**src/rtl/keypad_encoder.sv**
```systemverilog
// 4x4 matrix keypad scanner: rotates an active-low column drive, debounces the
// synchronized row pattern and latches the accepted key code with a ready flag.
module keypad_encoder #(
  parameter int SCAN_CYCLES     = 1000,
  parameter int DEBOUNCE_CYCLES = 20000
) (
  input  logic       clk,
  input  logic       reset,
  input  logic [3:0] linhas,
  output logic [3:0] colunas,
  output logic [7:0] tecla,
  output logic       ready
);

  localparam int SCW = (SCAN_CYCLES > 2) ? $clog2(SCAN_CYCLES) : 2;
  localparam int DBW = (DEBOUNCE_CYCLES > 2) ? $clog2(DEBOUNCE_CYCLES) : 1;
  localparam logic [SCW-1:0] SCAN_LAST  = SCW'(SCAN_CYCLES - 1);
  localparam logic [SCW-1:0] BLANK_END  = SCW'(2);
  localparam logic [DBW-1:0] PRESS_LAST = DBW'(DEBOUNCE_CYCLES - 1);
  // The PRESSED->DEB_RELEASE edge is itself the first all-high sample.
  localparam logic [DBW-1:0] REL_LAST   = DBW'(DEBOUNCE_CYCLES - 2);

  typedef enum logic [1:0] {SCAN, DEB_PRESS, PRESSED, DEB_RELEASE} state_t;

  state_t         state_q, state_d;
  logic [3:0]     sync1_q, sync2_q;
  logic [1:0]     col_q, col_d;
  logic [SCW-1:0] scan_cnt_q, scan_cnt_d;
  logic [DBW-1:0] deb_cnt_q, deb_cnt_d;
  logic [3:0]     cap_q, cap_d;
  logic [7:0]     tecla_q, tecla_d;
  logic           ready_q, ready_d;
  logic [3:0]     rows_s;

  function automatic logic [1:0] low_row(input logic [3:0] rows);
    if (!rows[0])      return 2'd0;
    else if (!rows[1]) return 2'd1;
    else if (!rows[2]) return 2'd2;
    else               return 2'd3;
  endfunction

  function automatic logic [7:0] key_code(input logic [1:0] row, input logic [1:0] col);
    case ({row, col})
      4'b00_00: return 8'd1;
      4'b00_01: return 8'd2;
      4'b00_10: return 8'd3;
      4'b00_11: return 8'd10;
      4'b01_00: return 8'd4;
      4'b01_01: return 8'd5;
      4'b01_10: return 8'd6;
      4'b01_11: return 8'd11;
      4'b10_00: return 8'd7;
      4'b10_01: return 8'd8;
      4'b10_10: return 8'd9;
      4'b10_11: return 8'd12;
      4'b11_00: return 8'd13;
      4'b11_01: return 8'd0;
      4'b11_10: return 8'd14;
      default:  return 8'd15;
    endcase
  endfunction

  assign rows_s  = sync2_q;
  assign colunas = ~(4'b0001 << col_q);
  assign tecla   = tecla_q;
  assign ready   = ready_q;

  always_ff @(posedge clk or posedge reset) begin
    if (reset) begin
      sync1_q    <= 4'h0;
      sync2_q    <= 4'h0;
      state_q    <= SCAN;
      col_q      <= 2'd0;
      scan_cnt_q <= '0;
      deb_cnt_q  <= '0;
      cap_q      <= 4'hF;
      tecla_q    <= 8'hFF;
      ready_q    <= 1'b0;
    end else begin
      sync1_q    <= linhas;
      sync2_q    <= sync1_q;
      state_q    <= state_d;
      col_q      <= col_d;
      scan_cnt_q <= scan_cnt_d;
      deb_cnt_q  <= deb_cnt_d;
      cap_q      <= cap_d;
      tecla_q    <= tecla_d;
      ready_q    <= ready_d;
    end
  end

  always_comb begin
    state_d    = state_q;
    col_d      = col_q;
    scan_cnt_d = scan_cnt_q;
    deb_cnt_d  = deb_cnt_q;
    cap_d      = cap_q;
    tecla_d    = tecla_q;
    ready_d    = ready_q;
    case (state_q)
      SCAN: begin
        // The synchronizer still holds the previous column's rows for two clocks.
        if (scan_cnt_q >= BLANK_END && rows_s != 4'hF) begin
          state_d   = DEB_PRESS;
          cap_d     = rows_s;
          deb_cnt_d = '0;
        end else if (scan_cnt_q == SCAN_LAST) begin
          scan_cnt_d = '0;
          col_d      = col_q + 2'd1;
        end else begin
          scan_cnt_d = scan_cnt_q + SCW'(1);
        end
      end
      DEB_PRESS: begin
        if (rows_s == cap_q) begin
          if (deb_cnt_q == PRESS_LAST) begin
            state_d   = PRESSED;
            tecla_d   = key_code(low_row(cap_q), col_q);
            ready_d   = 1'b1;
            deb_cnt_d = '0;
          end else begin
            deb_cnt_d = deb_cnt_q + DBW'(1);
          end
        end else begin
          state_d    = SCAN;
          deb_cnt_d  = '0;
          scan_cnt_d = '0;
        end
      end
      PRESSED: begin
        if (rows_s == 4'hF) begin
          state_d   = DEB_RELEASE;
          deb_cnt_d = '0;
        end
      end
      DEB_RELEASE: begin
        if (rows_s != 4'hF) begin
          state_d   = PRESSED;
          deb_cnt_d = '0;
        end else if (deb_cnt_q == REL_LAST) begin
          state_d    = SCAN;
          ready_d    = 1'b0;
          deb_cnt_d  = '0;
          scan_cnt_d = '0;
          col_d      = col_q + 2'd1;
        end else begin
          deb_cnt_d = deb_cnt_q + DBW'(1);
        end
      end
      default: state_d = SCAN;
    endcase
  end

endmodule

```
**config.mk**
```make
export PLATFORM = sky130hd
export DESIGN_NAME = keypad_encoder
export DESIGN_NICKNAME = d
export VERILOG_FILES = /design/src/rtl/keypad_encoder.sv
export SDC_FILE = /design/constraint.sdc
export NUM_CORES = 1
export LEC_CHECK = 0
export BUFFER_PORTS_ARGS = -buffer_cell sky130_fd_sc_hd__clkbuf_2
export CAP_MARGIN = 20
export CELL_PAD_IN_SITES_DETAIL_PLACEMENT = 1
export CELL_PAD_IN_SITES_GLOBAL_PLACEMENT = 1
export CORE_MARGIN = 2
export CORE_UTILIZATION = 35
export DETAILED_ROUTE_END_ITERATION = 16
export GPL_TIMING_DRIVEN = 1
export PLACE_DENSITY_LB_ADDON = 0.1
export SLEW_MARGIN = 10
export SYNTH_ARGS = -nofsm -noshare
export SYNTH_HDL_FRONTEND = slang
export SYNTH_SLANG_ARGS = --single-unit
```
**constraint.sdc**
```tcl
create_clock -name clk -period 3.1 [get_ports clk]
set_clock_uncertainty 0.1 [all_clocks]
set_input_delay 0.465 -clock clk [delete_from_list [all_inputs] [get_ports clk]]
set_output_delay 0.465 -clock clk [all_outputs]
set_load 0.01 [all_outputs]
```
==> flow_metrics.py <==
metrics = {
    "place": {
        "dp_hpwl_um": 4040,
        "port_buffers": 18,
        "place_area_um2": 2740,
        "place_inst": 368,
        "dp_slack_ns": 0.635,
        "gp_congestion": 0.798,
    },
    "synthesis": {
        "synth_cells": 263,
        "synth_edf_count": 0,
        "synth_nets": 279,
        "synth_ff_type": "dfrtp_1",
        "ys_warn_count": 0,
        "postSynthAreaPerCell_um2": 9.79,
        "async_flop_share": 1.00,
        "ys_seq_area_frac": 0.461,
        "ys_seq_elements": 47,
        "synth_cell_types": 52,
        "synth_area_um2": 2570,
    },
    "drt": {
        "initialDrtViolationCount": 65,
        "avgViaCountPerCell": 5.36,
        "dr.pass1.iters": 4,
        "wl_per_cell_um": 15.3,
        "dr_total_vias": 2022,
        "antenna_left": 0,
        "drc": 0,
        "totalWireLength_um": 5760,
    },
    "die": {
        "io_pins": 19,
        "rows": 31,
        "initial_utilization": 0.359,
        "fp.dieW_um": 89.8,
        "die_area_um2": 8060,
        "fp.dieH_um": 89.8,
        "core_um2": 7180,
    },
    "clocking": {
        "cts_sinks": 47,
        "cts_setup_buffers": 0,
        "cts.hold.buffers_added": 0,
        "clk_pin_slew_worst_paths_ns": 0.10,
        "cts_max_level": 2,
        "cts_tree": "yes",
        "clockRootBuffer": "clkbuf_8",
        "cts_made_buffers": 5,
        "insertion_delay_ns": 0.31,
        "ctsResizeCount": 0,
        "clockBufferDepth": 2,
    },
    "critical_path": {
        "r2r-start": "deb_cnt_q[7]",
        "cp.required_ns": 3.19,
        "cp-end-kind": "register",
        "worstPathMaxFanout": 10,
        "r2r-end": "deb_cnt_q[3]",
        "worstRegToRegCells": 6,
        "critical_path_arrival_ns": 2.56,
        "start_kind": "register",
        "crit_path_end": "deb_cnt_q[3]",
        "startpoint": "deb_cnt_q[7]",
        "r2r_setup_slack_ns": 0.63,
        "path_class": "register to register",
    },
    "outcome": {
        "status": "finished clean",
    },
    "global_routing": {
        "first_global_vias": 2083,
        "grt_max_degree": 48,
        "grt_usage": 0.155,
        "antenna_found_initial": 0,
        "grt_pass1_wl_um": 10100,
        "overflow": 0,
    },
    "final_layout": {
        "drive_gt1_frac": 0.194,
        "final_cells": 377,
        "fin_nets": 293,
        "n_fill_cell": 823,
        "diodes": 0,
        "synthToLayoutAreaGrowth_pct": 11.6,
        "seqCellArea_um2": 1190,
        "multi_input_area_um2": 1280,
        "fin_area_um2": 2870,
        "fin_util": 0.400,
    },
    "flow_run": {
        "maxCapViolations": 0,
    },
    "timing": {
        "finalSetupViolCount": 0,
        "hold_ws_ns": 0.0241,
        "tightest_slew_ns": 0.678,
        "fin_crit_ns": 2.47,
        "fin_ws_ns": 0.627,
        "fin_tns_setup_ns": 0,
        "clock.fmax_mhz": 404,
        "min_period_over_period": 0.798,
        "rsz0062_at_grt": "no",
        "relSlewSlack": 0.547,
        "hold_violations": 0,
        "final_max_slew_viol_count": 0,
    },
    "worst_hold_path": {
        "hold_class": "input pin to async pin",
    },
    "power_and_ir_drop": {
        "power_density_nw_per_um2": 646,
        "ir_worst_vdd_uv": 270,
        "power_mw": 1.86,
        "power_leakage_nw": 1.28,
    },
}
[critical path: stages, from the launching register on]
cell and delay [ns]:
dfrtp_1 0.48, or4b_4 0.59, nor4_4 0.36, nor3_2 0.17
nor3_1 0.31, buf_4 0.23, o32ai_1 0.09
[per-layer routing]
metal,track usage,up-vias,share of wire
li1,-,982,-
met1,0.194,1015,0.48
met2,0.266,19,0.49
met3,0.0285,6,0.021
met4,0.0577,0,0.015
met5,0,-,0
[registers in the layout (all words and copies together), names as in the netlist]
name / count
scan_cnt_q: 10
cap_q: 4
col_q: 2
rows_s: 4
sync1_q: 4
state_q: 2
tecla: 5
deb_cnt_q: 15
ready: 1
[final cells by class]
type | instances | area share
repair buffers | 21 | 0.0436
multi-input cells | 191 | 0.445
clock inverters | 3 | 0.0166
well taps | 99 | 0.0431
inverters | 11 | 0.0144
clock buffers | 5 | 0.0240
flip-flops and latches | 47 | 0.414
[synthesized netlist by cell type (2+ instances only)]
cell      count  share of area
o211ai_1      3         0.0087
clkbuf_1      8          0.012
nand4_1       4         0.0097
nand3_1      18          0.035
o32ai_1       4          0.014
dfstp_2       9          0.092
or4b_1        2         0.0078
nor3_1        4         0.0078
o31ai_1       6          0.017
a21o_1        8          0.023
xnor2_1       5          0.017
mux2i_1       3          0.012
and3_1        3         0.0073
buf_2         3         0.0058
or2_2         3         0.0073
o21ai_0      31          0.060
nor2_1       17          0.025
nor2b_1       3         0.0073
dfrtp_1      38           0.37
buf_4         3         0.0087
and4_1        4          0.014
mux2_2        4          0.017
or4_1         2         0.0058
ha_1         10          0.049
nand2_1      18          0.026
inv_1        11          0.016
nor4_1        3         0.0073
o41ai_1       3          0.010
mux2_1        4          0.017
a21oi_1       7          0.014
[power breakdown]
part,switching (mW),internal (mW)
Combinational,0.342,0.228
Clock,0.228,0.245
Sequential,0.111,0.702
[kinds of logic after synthesis]
kind of cell	share of synthesized area
compound gates	0.174
xor+xnor	0.0204
fa+ha+maj	0.0486
buf+inv	0.0423
flops	0.461
mux	0.0467
simple gates	0.207
[how the worst min path moves through the flow]
stage / startpoint / end / slack (ns) / cells past startpoint
5_1_grt: reset / scan_cnt_q[3] / 0.05 / 2
3_5_place_dp: sync1_q[3] / rows_s[3] / 0.24 / 0
3_3_place_gp: sync1_q[2] / rows_s[2] / 0.23 / 0
4_1_cts: linhas[3] / sync1_q[3] / 0.14 / 1
2_1_floorplan: sync1_q[0] / rows_s[0] / 0.23 / 0
6_report: reset / scan_cnt_q[3] / 0.02 / 2
[layout by cell type (no fill, tap or decap), drive strengths merged, types with 4 or more instances in the layout]
cell    synthesis  final
a21o            8      8
a21oi           7      7
and4            4      4
clkbuf          8     23
dfrtp          38     38
dfstp           9      9
ha             10     10
inv            11     12
mux2            8      8
nand2          18     18
nand3          18     18
nand4           4      4
nor2           18     18
nor3            5      5
nor4            4      4
o21ai          33     33
o31ai           6      6
o32ai           4      4
or4b            4      4
xnor2           5      5
No activity file was read; power rests on OpenSTA's default activity.
